**config.mk**
```make
export PLATFORM = sky130hd
export DESIGN_NAME = ps2_host_tx
export DESIGN_NICKNAME = d
export VERILOG_FILES = /design/src/rtl/ps2_host_tx.sv
export SDC_FILE = /design/constraint.sdc
export NUM_CORES = 1
export LEC_CHECK = 0
export CAP_MARGIN = 40
export CELL_PAD_IN_SITES_DETAIL_PLACEMENT = 1
export CELL_PAD_IN_SITES_GLOBAL_PLACEMENT = 1
export CORE_MARGIN = 4
export CORE_UTILIZATION = 40
export CTS_CLUSTER_SIZE = 40
export DETAILED_ROUTE_END_ITERATION = 7
export HOLD_SLACK_MARGIN = 0.08
export PLACE_DENSITY = 0.85
export SYNTH_ARGS = -nofsm -noshare
export SYNTH_HDL_FRONTEND = slang
export SYNTH_SLANG_ARGS = --single-unit
```
**constraint.sdc**
```tcl
create_clock -name clk -period 2.1 [get_ports clk]
set_input_delay 0.63 -clock clk [delete_from_list [all_inputs] [get_ports clk]]
set_output_delay 0.63 -clock clk [all_outputs]
set_load 0.01 [all_outputs]
```
**src/rtl/ps2_host_tx.sv**
```systemverilog
// ps2_host_tx: PS/2 host-to-device command transmitter (inhibit, request, start, 8 data LSB first, odd parity, stop, device ack); define PS2_TX_RETRY_EN to retry failed frames up to MAX_RETRIES times
module ps2_host_tx #(
    parameter int INHIBIT_CYCLES = 5000,
    parameter int START_SETUP    = 16,
    parameter int TIMEOUT_CYCLES = 750000,
    parameter int MAX_RETRIES    = 2
) (
    input  logic       clk,
    input  logic       reset,
    input  logic       tx_start,
    input  logic [7:0] tx_data,
    input  logic       ps2_clk_in,
    input  logic       ps2_data_in,
    output logic       ps2_clk_oe,
    output logic       ps2_data_oe,
    output logic       tx_ready,
    output logic       busy,
    output logic       tx_done,
    output logic       tx_error
);
    localparam logic [2:0] IDLE      = 3'd0;
    localparam logic [2:0] INHIBIT   = 3'd1;
    localparam logic [2:0] REQ       = 3'd2;
    localparam logic [2:0] SEND      = 3'd3;
    localparam logic [2:0] WAIT_IDLE = 3'd4;
    localparam logic [2:0] DONE      = 3'd5;
    localparam logic [2:0] FAIL      = 3'd6;
    localparam int MAX_A = (INHIBIT_CYCLES > START_SETUP) ? INHIBIT_CYCLES : START_SETUP;
    localparam int MAX_C = (TIMEOUT_CYCLES > MAX_A) ? TIMEOUT_CYCLES : MAX_A;
    localparam int CW = $clog2(MAX_C + 1);
    localparam logic [CW-1:0] INH_LAST = CW'(INHIBIT_CYCLES - 1);
    localparam logic [CW-1:0] REQ_LAST = CW'(START_SETUP - 1);
    localparam logic [CW-1:0] TMO_LAST = CW'(TIMEOUT_CYCLES);

    if (INHIBIT_CYCLES < 1 || START_SETUP < 1 || TIMEOUT_CYCLES < 1 || MAX_RETRIES < 0) begin : g_bad_params
        $error("ps2_host_tx: cycle counts must be positive and MAX_RETRIES non-negative");
    end

    logic [2:0]    state, state_n;
    logic [CW-1:0] cnt;
    logic [3:0]    bit_cnt;
    logic [7:0]    tx_byte;
    logic          parity;
    logic          clk_meta, clk_sync, clk_prev, data_meta, data_sync;
    logic          fall, timeout, retry, data_bit;

    assign fall     = clk_prev & ~clk_sync;
    assign timeout  = cnt == TMO_LAST;
    assign data_bit = (bit_cnt < 4'd8) ? ~tx_byte[bit_cnt[2:0]] : (bit_cnt == 4'd8) ? ~parity : 1'b0;

`ifdef PS2_TX_RETRY_EN
    localparam int RW = $clog2(MAX_RETRIES + 2);
    logic [RW-1:0] retry_cnt;

    assign retry = retry_cnt < RW'(MAX_RETRIES);

    // failed attempts of the current byte; cleared whenever the transmitter goes idle
    always_ff @(posedge clk) begin
        if (!reset)
            retry_cnt <= '0;
        else if (state_n == IDLE)
            retry_cnt <= '0;
        else if (state == FAIL && retry)
            retry_cnt <= retry_cnt + 1'b1;
    end
`else
    assign retry = 1'b0;
`endif

    // two-flop synchronisers on both pins and falling-edge history of the device clock
    always_ff @(posedge clk) begin
        if (!reset) begin
            clk_meta  <= 1'b1;
            clk_sync  <= 1'b1;
            clk_prev  <= 1'b1;
            data_meta <= 1'b1;
            data_sync <= 1'b1;
        end else begin
            clk_meta  <= ps2_clk_in;
            clk_sync  <= clk_meta;
            clk_prev  <= clk_sync;
            data_meta <= ps2_data_in;
            data_sync <= data_meta;
        end
    end

    // frame sequencing: timeout beats a late ack, fall 11 carries the device ack bit
    always_comb begin
        state_n = state;
        case (state)
            IDLE:      state_n = tx_start ? INHIBIT : IDLE;
            INHIBIT:   state_n = (cnt == INH_LAST) ? REQ : INHIBIT;
            REQ:       state_n = (cnt == REQ_LAST) ? SEND : REQ;
            SEND:      state_n = timeout ? FAIL : (fall && bit_cnt == 4'd10) ? (data_sync ? FAIL : WAIT_IDLE) : SEND;
            WAIT_IDLE: state_n = timeout ? FAIL : (clk_sync && data_sync) ? DONE : WAIT_IDLE;
            DONE:      state_n = IDLE;
            FAIL:      state_n = retry ? INHIBIT : IDLE;
            default:   state_n = IDLE;
        endcase
    end

    // state, shared phase/timeout counter, bit serialisation and registered outputs
    always_ff @(posedge clk) begin
        if (!reset) begin
            state       <= IDLE;
            cnt         <= '0;
            bit_cnt     <= '0;
            tx_byte     <= '0;
            parity      <= 1'b0;
            ps2_clk_oe  <= 1'b0;
            ps2_data_oe <= 1'b0;
            tx_ready    <= 1'b1;
            busy        <= 1'b0;
            tx_done     <= 1'b0;
            tx_error    <= 1'b0;
        end else begin
            state       <= state_n;
            cnt         <= (state_n == IDLE || (state_n != state && state_n != WAIT_IDLE)) ? '0 : cnt + 1'b1;
            bit_cnt     <= (state != SEND) ? 4'd0 : fall ? bit_cnt + 4'd1 : bit_cnt;
            if (state == IDLE && tx_start) begin
                tx_byte <= tx_data;
                parity  <= ~^tx_data;
            end
            ps2_clk_oe  <= state == INHIBIT || state == REQ;
            ps2_data_oe <= (state == REQ) || (state == SEND && (fall ? data_bit : ps2_data_oe));
            tx_ready    <= state_n == IDLE;
            busy        <= state_n != IDLE;
            tx_done     <= state_n == DONE;
            tx_error    <= state_n == FAIL && !retry;
        end
    end
endmodule

```
# [Word-level counts from Yosys, hierarchy flattened]
# Index checks and enable logic that the tools add are counted.
[word_totals] register_bits=47 latch_bits=0 ram_bits=0 romBits=0 input_bits=13 output_inout_bits=6 word_cells=67 memories=0
[classes] n_addsub=2 mul=0 div_mod_pow=0 n_lt_le_gt_ge=2 n_eq_ne=14 n_shift=0 n_mux=14 n_bitwise=5 reduce_logical=14
[op_table] op="adder 20 x 1 -> 20 bit, second input constant" count=1
[op_table] op="equality test 20 x 13 -> 1 bit, second input constant" count=1
[op_table] op="equality test 20 bit, second input constant" count=1
[op_table] op="equality test 20 x 4 -> 1 bit, second input constant" count=1
[op_table] op="case mux 3 bit (5 select lines)" count=1
[op_table] op="equality test 3 bit, second input constant" count=3
[op_table] op="equality test 4 bit, second input constant" count=2
[op_table] op="XNOR reduction 8 bit" count=1
[op_table] op="two-way mux 1 bit" count=7
[op_table] op="equality test 3 x 2 -> 1 bit, second input constant" count=2
[op_table] op="zero test 3 bit" count=2
[op_table] op="two-way mux 2 bit" count=3
[op_table] op="two-way mux 3 bit" count=2
[op_table] op="logical AND 1 bit" count=5
[op_table] op="adder 4 x 1 -> 4 bit, second input constant" count=1
[op_table] op="< comparator 3 x 4 -> 1 bit, second input constant" count=1
[op_table] op="< comparator 4 bit, second input constant" count=1
[op_table] op="NOT 1 bit" count=4
[op_table] op="OR reduction 2 bit" count=2
[op_table] op="binary-select mux 1 bit (select 3 bit)" count=1
[op_table] op="equality test 3 x 1 -> 1 bit, second input constant" count=1
[op_table] op="logical OR 1 bit" count=3
[op_table] op="!= test 3 x 2 -> 1 bit, second input constant" count=1
[op_table] op="!= test 3 bit" count=1
[op_table] op="3 further kinds" count=3

# [Longest topological paths before layout]
[depth] depth_word=10 mapped_depth=9 ltp_nobuf=8

# [Worst setup path after synthesis]
# OpenSTA, ideal clock, no wires.
[synth_path] path_kind="flip-flop to flip-flop" from="register cnt[12]" to="register cnt[15]" setup_ps=73 arrival_ps=1869 t_required_ps=2027 path_slack_ps=157 path_stages_with_launch=8 path_buffers=1 period_less_slack_ps=1943 path_cell_list="dfxtp_1 > nand2_2 > or4_4 > nor3_4 > mux2i_1 > a31oi_4 > buf_6 > nor3_2"
[synth_via] elab_chain_len=7 word_cells_on_any_way=15 classes_between="add/sub: 1; eq/ne: 5; mux: 5; reduce/logical: 4"
[synth_rtl] item="from (decl)" line="40" rtl="logic [CW-1:0] cnt;"
[synth_rtl] item="from (signal assigned)" line="118" rtl="cnt <= (state_n == IDLE || (state_n != state && state_n != WAIT_IDLE)) ? '0 : cnt + 1'b1;"
[synth_rtl] item="equality test 20 bit, or another cell as far along" line="48" rtl="assign timeout = cnt == TMO_LAST;"
[synth_rtl] item="two-way mux 2 bit, or another cell as far along" line="95" rtl="WAIT_IDLE: state_n = timeout ? FAIL : (clk_sync && data_sync) ? DONE : WAIT_IDLE;"
[synth_rtl] item="case mux 3 bit (5 select lines)" line="90" rtl="case (state)"
[synth_rtl] item="!= test 3 bit" line="118"
[synth_rtl] item="logical AND 1 bit" line="118"
[synth_rtl] item="logical OR 1 bit" line="118"
[synth_rtl] item="OR reduction 2 bit (no line)"
# Parallel ways exist; a longest one is shown, timed or not.
# A chain may end at the register's enable or synchronous reset.

# [Final worst setup path]
[layout_path] from="register cnt[13]" to="register cnt[15]"
# The elaborated chain is that of the path after synthesis.

==> run_results.csv <==
group,metric,value,unit
outcome,violations,"negative setup slack",
timing,tightestPinTransition,0.420,ns
placement,numPortBuffers,18,
synthesis,synth-edff-count,0,
floorplan,die_h,84.6,µm
cts,cts_hold_buf,0,
drt,dr.pass1.iters,4,
layout,layout-drive-gt1-share,0.286,
timing,final-max-slew-violation-count,0,
synthesis,postSynthCellCount,249,
synthesis,synth_nets,267,
layout,layout_common_cells,"dfxtp_1, nand2_1, buf_4",
synthesis,syn-cell-area,2350,µm²
placement,pre_cts_slack,-0.0514,ns
cts,clk_latency,0.31,ns
timing,fin_ws,-0.0889,ns
flow_run,maxCapViolCount,0,
drt,drtIter0Drc,56,
layout,final_common_cell,"dfxtp_1",
drt,routed_wl,6.38,mm
drt,ant_nets,0,
layout,nets,307,
timing,rsz0062_at_grt,"yes",
pwr,total_leakage_power,1.02,nW
timing,period_minus_slack,2.19,ns
timing,fmax,0.457,GHz
outcome,status,"finished, violations left",
synthesis,syn_avg_cell_area,9.44,µm²
global_routing,grt_overflow_total,0,
drt,routedWlPerCell,17.6,µm
floorplan,die_w,84.6,µm
floorplan,dieArea,7160,µm²
drt,num_vias,1954,
drt,avgViaCountPerCell,5.40,
placement,place_congestion,0.833,
drt,drcViolationCount,0,
timing,setup_viol,20,
critical_path,required,2.29,ns
timing,fin_crit_sh,1.04,
global_routing,grt_max_degree,21,
worst_hold_path,hp-class,"register to register",
layout,syn_to_final_growth,27.0,%
cts,cts-root-buf,"clkbuf_8",
pwr,max-vdd-ir-drop,0.371,mV
global_routing,grt_pass1_vias,2034,
layout,num_antenna_cells,0,
pwr,power,1.69,mW
synthesis,ys_types,45,
critical_path,worst-setup-path-type,"register to register",
critical_path,cp.arrival,2.38,ns
synthesis,ys_seq_area_frac,0.400,
timing,slew_headroom,0.720,
synthesis,ys_seq_elements,47,
cts,cts_buffer_depth,2,
global_routing,grt_pass1_wl,9.96,mm
floorplan,rows,27,
placement,dpl.hpwl,4.10,mm
layout,fin_util,0.532,
timing,clock-skew-final,0.0162,ns
cts,cts_made_buffers,5,
critical_path,start_kind,"register",
floorplan,start_util,0.419,
critical_path,path_max_fanout,5,
synthesis,ys.flop_type,"dfxtp_1",
timing,final_hold_viol_count,0,
global_routing,antenna_found_initial,0,
critical_path,end_kind,"register",
cts,cts_tree,"built",
cts,cts_max_level,2,
floorplan,ios,19,
synthesis,async_flop_share,0,
pwr,cellPowerDensity,568,nW/µm²
cts,clk_pin_slew,0.10,ns
global_routing,grt_use_total,0.172,
cts,cts.sinks,47,
synthesis,ys_warn_count,0,
floorplan,core,5610,µm²
==> Yosys cell counts (2+ instances only) <==
library cell	number	area [µm²]
a21boi_0	9	67.6
and2_1	2	12.5
and3_1	3	18.8
buf_2	2	10.0
buf_6	2	22.5
clkbuf_1	7	26.3
dfxtp_1	47	941
ha_1	5	62.6
inv_1	9	33.8
mux4_2	2	45.0
nand2_1	27	101
nand2b_1	7	43.8
nand3_1	9	45.0
nand3b_1	3	22.5
nand4_1	8	50.1
nor2_1	15	56.3
nor2b_1	6	37.5
nor3_1	9	45.0
nor3_2	19	190
nor4_1	3	18.8
nor4bb_1	2	20.0
o21ai_0	2	10.0
xnor2_1	21	184
xor2_1	9	78.8
==> state kept, by name, summed over array words and instances, names as in the netlist <==
signal,cells
cnt,20
tx_byte,8
bit_cnt,4
state,3
busy,1
clk_meta,1
clk_prev,1
clk_sync,1
data_meta,1
data_sync,1
parity,1
ps2_clk_oe,1
ps2_data_oe,1
tx_done,1
tx_error,1
tx_ready,1
==> cell type report <==
class                           count  area [µm²]
Sequential cell                    47         956
Clock inverter                      2        12.5
Multi-Input combinational cell    182        1400
Tap cell                           72        90.1
Timing Repair Buffer               44         422
Inverter                            9        33.8
Fill cell                         659        2620
Clock buffer                        6        72.6
==> critical path, cell delays in order (launching register included) <==
cell	delay, ns
dfxtp_2	0.33
buf_4	0.14
nor4_1	0.37
nand3_1	0.21
buf_4	0.19
o2111ai_2	0.20
o31ai_2	0.12
a31oi_4	0.26
clkbuf_16	0.21
nor3_2	0.04
==> power by group <==
| part | internal [mW] | switching, mW | total (mW) |
|---|---|---|---|
| combinational | 0.109 | 0.110 | 0.219 |
| clock | 0.233 | 0.312 | 0.545 |
| sequential | 0.913 | 0.0170 | 0.930 |
==> per-stage QoR <==
step	std cells	hold slack, ns	cell area (µm²)	setup TNS, ns
floorplan	249	0.386	2350	0
global placement	351	0.389	2760	0
detailed placement	351	0.394	2760	-0.907
CTS	359	0.416	2870	0
global route	362	0.436	2980	-2.97
finish	362	0.414	2980	-1.41
==> path summary, 6_finish.rpt <==
path / startpoint / depth (start not counted) / slack [ns] / to
worst min register to register: clk_meta / 1 / 0.41 / clk_sync
worst max-delay path: cnt[13] / 9 / -0.09 / cnt[15]
worst max register to register: cnt[13] / 9 / -0.09 / cnt[15]
worst min-delay path: clk_meta / 1 / 0.41 / clk_sync
==> cell families (layout without fill, tap and decap cells) <==
family / count (synthesis) / in the layout / synth area share
buf+inv: 20 / 61 / 0.0394
compound gates: 22 / 22 / 0.0777
flops: 47 / 47 / 0.400
simple gates: 122 / 122 / 0.321
mux: 3 / 3 / 0.0234
fa+ha+maj: 5 / 5 / 0.0266
xor+xnor: 30 / 30 / 0.112
==> per-layer routing <==
metal  vias to the layer above  wire [µm]  GRT usage
met4                         0        261     0.0647
met3                        22        209     0.0422
li1                        937          -          -
met5                         -          0          0
met2                        43       3320      0.310
met1                       952       2590      0.193
==> timing repair <==
action                                  4_1_cts  5_1_grt
pin swaps                                     0        3
setup buffers                                 0        1
endpoints found under the setup margin       20       23
gates resized for setup                       4       24
gates cloned                                  0        2
Note: power is estimated with default switching activity, not from simulation.
